### config.mk
export PLATFORM = sky130hd
export DESIGN_NAME = rotating_square_n
export DESIGN_NICKNAME = d
export VERILOG_FILES = /design/src/rtl/rotating_square_pkg.sv /design/src/rtl/disp_mux_n.sv /design/src/rtl/rotating_square_n.sv
export SDC_FILE = /design/constraint.sdc
export NUM_CORES = 1
export LEC_CHECK = 0
export CAP_MARGIN = 10
export CORE_UTILIZATION = 60
export DETAILED_ROUTE_END_ITERATION = 8
export GPL_ROUTABILITY_DRIVEN = 1
export PLACE_DENSITY = 0.82
export SLEW_MARGIN = 20
export SYNTH_ARGS = -nofsm -noshare
export SYNTH_HDL_FRONTEND = slang
export SYNTH_SLANG_ARGS = --single-unit
### constraint.sdc
create_clock -name clk -period 2.95 [get_ports clk]
set_input_delay 0.59 -clock clk [delete_from_list [all_inputs] [get_ports clk]]
set_output_delay 0.59 -clock clk [all_outputs]
set_load 0.005 [all_outputs]
### src/rtl/rotating_square_pkg.sv
// Shared definitions for the rotating-square display animator.
//   SSEG_*       : active-low segment patterns, bit order {dp,g,f,e,d,c,b,a}
//   dir_e        : rotation direction, encoded to match the cw input
//   square_loc_t : which digit holds the square and whether it is the upper one
//   pos_to_loc() : maps a perimeter position onto a digit/half pair
package rotating_square_pkg;

  localparam logic [7:0] SSEG_UPPER = 8'h9C;  // a,b,f,g lit
  localparam logic [7:0] SSEG_LOWER = 8'hA3;  // c,d,e,g lit
  localparam logic [7:0] SSEG_BLANK = 8'hFF;  // everything dark, dp included

  typedef enum logic {
    DIR_CCW = 1'b0,
    DIR_CW  = 1'b1
  } dir_e;

  typedef struct packed {
    logic        upper;
    logic [15:0] digit;
  } square_loc_t;

  // Positions 0..n-1 walk the upper squares from the leftmost digit (n-1)
  // to the rightmost (0); positions n..2n-1 walk the lower squares back
  // from the rightmost digit to the leftmost.
  function automatic square_loc_t pos_to_loc(input int p, input int n);
    square_loc_t loc;
    if (p < n) begin
      loc.upper = 1'b1;
      loc.digit = 16'(n - 1 - p);
    end else begin
      loc.upper = 1'b0;
      loc.digit = 16'(p - n);
    end
    return loc;
  endfunction

endpackage

### src/rtl/disp_mux_n.sv
// Time-multiplexer for an N-digit active-low seven-segment display.
//   clk, reset : clock, asynchronous active-high reset
//   en         : 1 = drive the selected digit, 0 = blank everything
//   patterns   : per-digit segment patterns, digit i in bits [8*i +: 8]
//   an         : registered digit enables, active-low, an[0] rightmost
//   sseg       : registered segment lines, active-low
module disp_mux_n
  import rotating_square_pkg::*;
#(
  parameter int N_DIG         = 4,
  parameter int REFRESH_TICKS = 50_000
) (
  input  logic                 clk,
  input  logic                 reset,
  input  logic                 en,
  input  logic [8*N_DIG-1:0]   patterns,
  output logic [N_DIG-1:0]     an,
  output logic [7:0]           sseg
);

  localparam int RC_W  = (REFRESH_TICKS > 1) ? $clog2(REFRESH_TICKS) : 1;
  localparam int DIG_W = $clog2(N_DIG);

  logic [RC_W-1:0]  ref_cnt;
  logic [DIG_W-1:0] dig;
  logic [7:0]       dig_pattern;

  // The refresh scan keeps running while the display is blanked so the
  // digit phase is independent of en.
  // NOTE: sequential state uses non-blocking assignments so every register
  // samples pre-edge values and simulation matches the synthesized flops.
  always_ff @(posedge clk or posedge reset) begin
    if (reset) begin
      ref_cnt <= '0;
      dig     <= '0;
    end else if (ref_cnt == RC_W'(REFRESH_TICKS - 1)) begin
      ref_cnt <= '0;
      dig     <= (dig == DIG_W'(N_DIG - 1)) ? '0 : dig + DIG_W'(1);
    end else begin
      ref_cnt <= ref_cnt + RC_W'(1);
    end
  end

  // NOTE: combinational blocks assign a default first so no path leaves the
  // output unassigned, which would otherwise infer a latch.
  always_comb begin
    dig_pattern = SSEG_BLANK;
    for (int i = 0; i < N_DIG; i++) begin
      if (int'(dig) == i) dig_pattern = patterns[8*i +: 8];
    end
  end

  // Output register: the pins change exactly one cycle after dig, the
  // pattern or en change, and never glitch between digits.
  always_ff @(posedge clk or posedge reset) begin
    if (reset) begin
      an   <= '1;
      sseg <= SSEG_BLANK;
    end else if (en) begin
      an   <= ~(N_DIG'(1) << dig);
      sseg <= dig_pattern;
    end else begin
      an   <= '1;
      sseg <= SSEG_BLANK;
    end
  end

endmodule

### src/rtl/rotating_square_n.sv
// Rotating-square animator for an N-digit active-low seven-segment display.
// A square circulates the display perimeter: upper squares left to right,
// then lower squares right to left (clockwise), or the reverse.
//   clk, reset : clock, asynchronous active-high reset
//   en         : 1 = animate and display, 0 = freeze position and blank
//   cw         : 1 = position increments, 0 = position decrements
//   spd        : step period is STEP_TICKS << spd clock cycles
//   an, sseg   : registered active-low digit enables / segments
//   pos        : current perimeter position 0..2*N_DIG-1
module rotating_square_n
  import rotating_square_pkg::*;
#(
  parameter int N_DIG         = 4,
  parameter int STEP_TICKS    = 50_000_000,
  parameter int REFRESH_TICKS = 50_000
) (
  input  logic                         clk,
  input  logic                         reset,
  input  logic                         en,
  input  logic                         cw,
  input  logic [1:0]                   spd,
  output logic [N_DIG-1:0]             an,
  output logic [7:0]                   sseg,
  output logic [$clog2(2*N_DIG)-1:0]   pos
);

  localparam int POS_W   = $clog2(2*N_DIG);
  localparam int POS_MAX = 2*N_DIG - 1;
  // Wide enough for the longest period, STEP_TICKS << 3.
  localparam int CNT_W   = $clog2(STEP_TICKS*8) + 1;

  logic [CNT_W-1:0]   step_cnt;
  logic [CNT_W-1:0]   step_cnt_nxt;
  logic [CNT_W-1:0]   period_m1;
  logic               step;
  logic [POS_W-1:0]   pos_nxt;
  square_loc_t        loc;
  logic [8*N_DIG-1:0] patterns;

  assign period_m1 = (CNT_W'(STEP_TICKS) << spd) - CNT_W'(1);

  // Step timer. The >= comparison means that if spd drops below the
  // current count, the step fires on the very next cycle.
  always_comb begin
    step         = en && (step_cnt >= period_m1);
    step_cnt_nxt = step_cnt + CNT_W'(1);
    if (!en || step) step_cnt_nxt = '0;
  end

  always_ff @(posedge clk or posedge reset) begin
    if (reset) step_cnt <= '0;
    else       step_cnt <= step_cnt_nxt;
  end

  // Position state: next-state logic, then the state register itself,
  // which is also the debug output.
  always_comb begin
    pos_nxt = pos;
    if (step) begin
      if (dir_e'(cw) == DIR_CW)
        pos_nxt = (pos == POS_W'(POS_MAX)) ? '0 : pos + POS_W'(1);
      else
        pos_nxt = (pos == '0) ? POS_W'(POS_MAX) : pos - POS_W'(1);
    end
  end

  always_ff @(posedge clk or posedge reset) begin
    if (reset) pos <= '0;
    else       pos <= pos_nxt;
  end

  // One digit carries the square; all others stay blank.
  always_comb begin
    loc      = pos_to_loc(int'(pos), N_DIG);
    patterns = {N_DIG{SSEG_BLANK}};
    for (int i = 0; i < N_DIG; i++) begin
      if (int'(loc.digit) == i)
        patterns[8*i +: 8] = loc.upper ? SSEG_UPPER : SSEG_LOWER;
    end
  end

  disp_mux_n #(
    .N_DIG         (N_DIG),
    .REFRESH_TICKS (REFRESH_TICKS)
  ) u_disp_mux (
    .clk      (clk),
    .reset    (reset),
    .en       (en),
    .patterns (patterns),
    .an       (an),
    .sseg     (sseg)
  );

endmodule

==> results of run 1 <==
==> cells in the mapped netlist (2+ instances only) <==
master / count
dfrtp_1: 51
nor2_1: 51
ha_1: 29
nand3_1: 27
nand2_1: 25
xor2_1: 23
inv_1: 21
xnor2_1: 21
nand4_1: 11
a21oi_1: 9
buf_4: 8
nor3_1: 8
o21ai_0: 8
dfstp_2: 7
clkbuf_1: 5
nand2b_1: 4
and3_1: 3
nor3b_1: 3
nor4_1: 3
a21o_1: 2
a221oi_1: 2
and4_1: 2
conb_1: 2
nor2b_1: 2
o211ai_1: 2
or3_1: 2
==> per-stage QoR <==
stage	hold WS [ns]	setup slack [ns]	utilization [%]	std cells	power [uW]
6_report	0.486	0.140	74.5	475	1670
5_1_grt	0.504	0.0543	74.5	475	1740
4_1_cts	0.490	0.00518	73.2	473	1670
3_5_place_dp	0.480	-0.464	69.0	456	964
3_3_place_gp	0.470	-0.396	69.0	456	958
2_1_floorplan	0.445	0.0813	-	360	904
==> layer usage <==
| layer | up-vias | track usage [%] | wire, um |
|---|---|---|---|
| met5 | - | 0 | 0 |
| met1 | 1307 | 33.0 | 3310 |
| met2 | 75 | 45.2 | 3900 |
| li1 | 1295 | - | - |
| met3 | 16 | 4.71 | 272 |
| met4 | 0 | 15.7 | 206 |
==> area by class of cell <==
cell class,count,area (um2)
flip-flops and latches,58,1460
fillers,348,1410
repair buffers,40,408
multi-input cells,268,1880
inverters,21,78.8
clock inverters,6,57.6
clock buffers,10,128
well taps,72,90.1
==> where the power goes <==
group | internal (uW) | switching, uW
clock network | 384 | 319
registers | 808 | 9.51
logic | 72.0 | 80.8
==> cells by family (layout without fill, tap and decap cells) <==
logic type / after synthesis / count (layout)
buffers and inverters: 34 / 77
other: 2 / 4
and+or+nand+nor: 155 / 155
DFF: 58 / 58
muxes: 2 / 2
AOI/OAI and AO/OA: 34 / 34
adders and majority gates: 29 / 29
xor gates and xnor gates: 44 / 44
==> cells in the final DEF, fill, tap and decap left out, types with 2 or more instances in the layout <==
master	netlist	layout
dfrtp_1	51	51
nor2_1	51	50
ha_1	29	27
nand3_1	27	26
nand2_1	25	24
xor2_1	23	23
xnor2_1	21	21
inv_1	21	20
clkdlybuf4s50_1	0	17
buf_4	8	17
nand4_1	11	11
clkbuf_8	0	9
nor3_1	8	8
a21oi_1	9	8
o21ai_0	8	7
dfstp_2	7	7
nand2b_1	4	4
conb_1	2	4
clkinv_2	0	4
and3_1	3	3
nor4_1	3	3
nor3b_1	3	3
and4_1	2	2
nor2b_1	2	2
nor2_2	1	2
or3_1	2	2
o211ai_1	2	2
a21o_1	2	2
a221oi_2	0	2
and3_4	1	2
buf_12	0	2
==> final timing paths <==
kind                         startpoint                     to  slack [ns]  cells past startpoint
min in group asynchronous         reset  u_disp_mux.ref_cnt[2]        0.55                      2
min reg2reg                 step_cnt[0]            step_cnt[0]        0.49                      1
max in group asynchronous         reset       u_disp_mux.an[3]        1.72                      3
min                         step_cnt[0]            step_cnt[0]        0.49                      1
max reg2reg                step_cnt[12]           step_cnt[18]        0.47                      8
max                              spd[0]           step_cnt[18]        0.14                     13
==> what timing repair did <==
| item | 4_1_cts | 5_1_grt |
|---|---|---|
| resized for setup | 6 | 11 |
| endpoints found under the setup margin | 33 | 33 |
| setup buffers | 0 | 1 |
| pin swaps | 4 | 2 |
| gates cloned | 1 | 1 |
==> flip-flops by register name, summed over array words and instances (netlist names) <==
register and cells:
step_cnt 30, u_disp_mux.ref_cnt 16, u_disp_mux.an 4, pos 3
u_disp_mux.sseg 3, u_disp_mux.dig 2
==> impl_metrics.tcl, run 1 <==
set metrics [dict create \
    synthAdderAreaFrac_pct 10.6 \
    die_w_um 77.6 \
    cts-hold-fix-buffers 0 \
    final_area_mm2 0.00410 \
    period_share_pct 95.3 \
    status "finished clean" \
    irDropWorstVdd_mv 0.317 \
    syn_avg_cell_area_um2 9.58 \
    synthFlopType "dfrtp_1" \
    critical_path.cell_chain "dlymetal6s2s_1 -> buf_4 -> nand2b_2 -> ha_2 -> nand2b_1 -> ha_1 -> and3_4 -> nand3_2 -> or4_4 -> a211o_4 -> nand3_4 -> clkbuf_16 -> nor2_1" \
    coreArea_mm2 0.00551 \
    critPathMaxFanout 7 \
    place_hpwl_mm 4.90 \
    yosys.area.top_type "dfrtp_1" \
    gp_congestion 0.821 \
    dieArea_mm2 0.00602 \
    synth-edff-count 0 \
    antenna_found_initial 0 \
    slew_headroom_pct 41.5 \
    worstPathRequired_ns 3.18 \
    hold_path_class "reg2reg" \
    avgRoutedWirePerCell_um 16.2 \
    layout_min_cycle_time_ns 2.81 \
    synth_compound_area_share_pct 7.19 \
    synth_cells 358 \
    placed_area_mm2 0.00380 \
    clockRootBuffer "clkbuf_8" \
    grt_max_degree 23 \
    grt_pass1_wl_mm 12.4 \
    critPathMaxStageDelay_ns 0.52 \
    drv_slew 0 \
    die_h_um 77.6 \
    arrival_ns 3.04 \
    leakage_uw 0.00190 \
    hold_viol 0 \
    fp-row-count 27 \
    worst_slew_pin_slew_ns 0.869 \
    area_growth_pct 19.6 \
    synth-xor-area-share_pct 11.2 \
    routed-via-count 2693 \
    grt_pass1_vias 2684 \
    synth.area.top_cells "dfrtp_1, ha_1, xor2_1" \
    synthMuxAreaShare_pct 0.620 \
    cp_slowest_cell "or4_4" \
    drt-pass1-iter-count 4 \
    clkTransAtPathRegs_ns 0.06 \
    synth_area_mm2 0.00343 \
    setup_viol 0 \
    clock-sinks 58 \
    synth-seq-cells 58 \
    critPathBufInv 3 \
    end_kind "register" \
    wl_mm 7.69 \
    start_util_pct 62.3 \
    worstSkewPairLatency_ns 0.35 \
    final_nets 433 \
    startpoint_type "input port" \
    drc 0 \
    grt-ovfl-total 0 \
    first_iter_violations 180 \
    ios 21 \
    crit_family "simple AND/OR/NAND/NOR gates" \
    grt_usage_pct 27.1 \
    path_class "in2reg" \
    fmax_mhz 356 \
    ys_seq_area_share_pct 42.6 \
    h-tree-depth 3 \
    ant_nets 0 \
    rsz0062_at_grt "false" \
    cts.path.max_buffers 2 \
    synth_top_area_share_pct 37.2 \
    power_density_mw_per_mm2 408 \
    skew_ns 0.0131 \
    drive_gt1_share_pct 16.4 \
    ys_types 53 \
    tns_ns 0 \
    synth_top_family_by_area "simple AND/OR/NAND/NOR gates" \
    io_buffer_count 19 \
    cts_tree "built" \
    avgViaCountPerCell 5.67 \
    synth-async-reset-ratio_pct 100 \
    yosys_warnings 0 \
    numCtsBuffers 9 \
    maxCapViolCount 0 \
    synthSimpleGateAreaFrac_pct 23.0 \
    diodes 0 \
]
Note: power is estimated with default switching activity, not from simulation.
==> run 2, diff against run 1 <==
--- a/config.mk
+++ b/config.mk
@@ -6,11 +6,11 @@
 export NUM_CORES = 1
 export LEC_CHECK = 0
 export CAP_MARGIN = 10
+export CORE_MARGIN = 3
 export CORE_UTILIZATION = 60
 export DETAILED_ROUTE_END_ITERATION = 8
 export GPL_ROUTABILITY_DRIVEN = 1
 export PLACE_DENSITY = 0.82
-export SLEW_MARGIN = 20
 export SYNTH_ARGS = -nofsm -noshare
 export SYNTH_HDL_FRONTEND = slang
 export SYNTH_SLANG_ARGS = --single-unit
==> run 2 against run 1 <==
Compared with the run above:
- non-clock buffer count is 2 lower
- clock power increased by 15%
- fmax down 1.6%
- critical path type unchanged
==> impl_metrics.tcl, run 2 (synthesis gave the netlist of run 1 again) <==
set metrics [dict create \
    status "finished clean" \
    final_nets 431 \
    setup_viol 0 \
    coreArea_mm2 0.00530 \
    hold_viol 0 \
    path_class "in2reg" \
    end_kind "register" \
    critPathMaxStageDelay_ns 0.52 \
    diodes 0 \
    grt-ovfl-total 0 \
    h-tree-depth 3 \
    numCtsBuffers 9 \
    grt_usage_pct 23.8 \
    grt_pass1_vias 2641 \
    startpoint_type "input port" \
    gp_congestion 0.935 \
    clock-sinks 58 \
    internal-power_uw 1350 \
    grt_max_degree 27 \
    ant_nets 0 \
    grt_util_met3_pct 3.62 \
    dieArea_mm2 0.00666 \
    die_w_um 81.6 \
    use_met2_pct 39.3 \
    power_frac_comb_pct 8.0 \
    cp_slowest_cell "or4_4" \
    drv_slew 0 \
    largest_register_ffs 30 \
    start_util_pct 64.7 \
    avgViaCountPerCell 5.61 \
    ff2ff_setup_slack_ns 0.46 \
    cts_tree "built" \
    final_area_mm2 0.00408 \
    skew_ns 0.00990 \
    power.clock.fraction_pct 45.7 \
    worstSkewPairLatency_ns 0.34 \
    worstHoldEndpoint "step_cnt[0]" \
    holdPathStages 1 \
    hp-start "step_cnt[0]" \
    antenna_found_initial 0 \
    drive_gt1_share_pct 14.5 \
    die_h_um 81.6 \
    fmax_mhz 350 \
    cpMostUsedCell "ha_1" \
    layout_min_cycle_time_ns 2.86 \
    grt_most_used_layer "met2" \
    cts.path.max_buffers 2 \
    routed-via-count 2640 \
    placed_area_mm2 0.00378 \
    place_hpwl_mm 4.74 \
    avgRoutedWirePerCell_um 15.1 \
    slew_headroom_pct 49.2 \
    mostFrequentLayoutCell "dfrtp_1" \
    drt-pass1-iter-count 4 \
    arrival_ns 3.08 \
    switching_share_pct 23.6 \
    io_buffer_count 19 \
    worstPathRequired_ns 3.18 \
    regArea_mm2 0.00146 \
    fp-row-count 26 \
    first_iter_violations 121 \
    regMostFlops "step_cnt" \
    multiInputGateArea_mm2 0.00184 \
    critical_path.cell_chain "dlygate4sd2_1 -> nand2b_2 -> ha_1 -> nand2b_1 -> ha_1 -> and3_2 -> nand3_1 -> or4_4 -> a211o_4 -> nand3_4 -> clkbuf_16 -> nor2_1" \
    ios 21 \
    period_share_pct 96.8 \
    drc 0 \
    power.switching_uw 416 \
    cts-hold-fix-buffers 0 \
    top_regs "step_cnt (30), u_disp_mux.ref_cnt (16), u_disp_mux.an (4)" \
    irDropWorstVdd_mv 0.432 \
    leakage_uw 0.00189 \
    tns_ns 0 \
    layout_common_cells "dfrtp_1, nor2_1, ha_1" \
    clkTransAtPathRegs_ns 0.06 \
    hold_path_class "reg2reg" \
    area_growth_pct 18.8 \
    r2r-start "step_cnt[13]" \
    reg2reg_to "step_cnt[2]" \
    power_frac_seq_pct 46.3 \
    critPathMaxFanout 6 \
    dp_worst_setup_slack_ns -0.479 \
    maxCapViolCount 0 \
    worst_slew_pin_slew_ns 0.755 \
    globalRouteMet1Util_pct 31.4 \
    grt_pass1_wl_mm 12.2 \
    setup_ws_ns 0.0942 \
    r2r_cells 8 \
    nFillCells 338 \
    clockRootBuffer "clkbuf_8" \
    power_density_mw_per_mm2 433 \
    wl_mm 7.13 \
]
==> run 2: changes by cell type in the layout (fill, tap and decap cells not counted), sizes merged <==
| cell | delta |
|---|---|
| clkbuf | -2 |
| clkinvlp | +1 |
| clkinv | -1 |
| buf | -2 |
| bufinv | +1 |
| dlygate4sd2 | +1 |
==> run 2: worst max-delay path by stage <==
stage | from | to | slack, ns | depth (start not counted)
floorplan | spd[1] | pos[2] | 0.08 | 9
global placement | spd[1] | pos[2] | -0.40 | 11
detailed placement | spd[1] | pos[2] | -0.48 | 11
CTS | spd[0] | step_cnt[2] | 0.006 | 12
global route | spd[1] | step_cnt[17] | -0.01 | 12
finish | spd[1] | step_cnt[2] | 0.09 | 12
==> run 2: worst max-delay path, delay by kind of cell <==
kind / cells / cell delay, ns
adder cells (fa/ha/maj): 2 / 0.41
AO/OA/AOI/OAI: 1 / 0.37
AND/OR/NAND/NOR: 7 / 1.26
buffers and inverters: 2 / 0.45
==> run 2: final cells by class <==
cell class	instances	share of cell area, %
inverters	21	1.93
well taps	70	2.15
flip-flops and latches	58	35.8
clock buffers	9	3.04
repair buffers	38	9.52
multi-input cells	268	45.2
clock inverters	7	2.30
==> run 2: through the flow <==
step	total power [uW]	instances	utilization [%]	hold slack, ns
after global routing	1840	471	76.9	0.528
after CTS	1770	470	76.2	0.479
after floorplan	904	360	-	0.445
after detailed placement	961	453	71.2	0.476
after global placement	955	453	71.2	0.475
final	1760	471	76.9	0.475
==> run 2: what timing repair did <==
| action | 4_1_cts | 5_1_grt |
|---|---|---|
| endpoints found under the setup margin | 32 | 32 |
| gates resized for setup | 5 | 3 |
| gates cloned | 1 | 1 |
| pin swaps | 3 | 3 |
| setup buffers | 0 | 0 |
==> run 2: power by group through the flow <==
| stage | clock network [uW] | registers (uW) | logic [uW] |
|---|---|---|---|
| global placement | 0 | 831 | 124 |
| detailed placement | 0 | 831 | 130 |
| finish | 806 | 817 | 141 |
| CTS | 819 | 817 | 137 |
| global route | 861 | 818 | 157 |
| floorplan | 0 | 831 | 73.1 |
==> run 2: per-layer routing <==
layer	vias to the layer above	routed length [um]	share of wire (%)
met2	83	3510	49
met5	-	0	0
met3	7	405	5.7
li1	1297	-	-
met1	1253	3170	44
met4	0	47	0.66
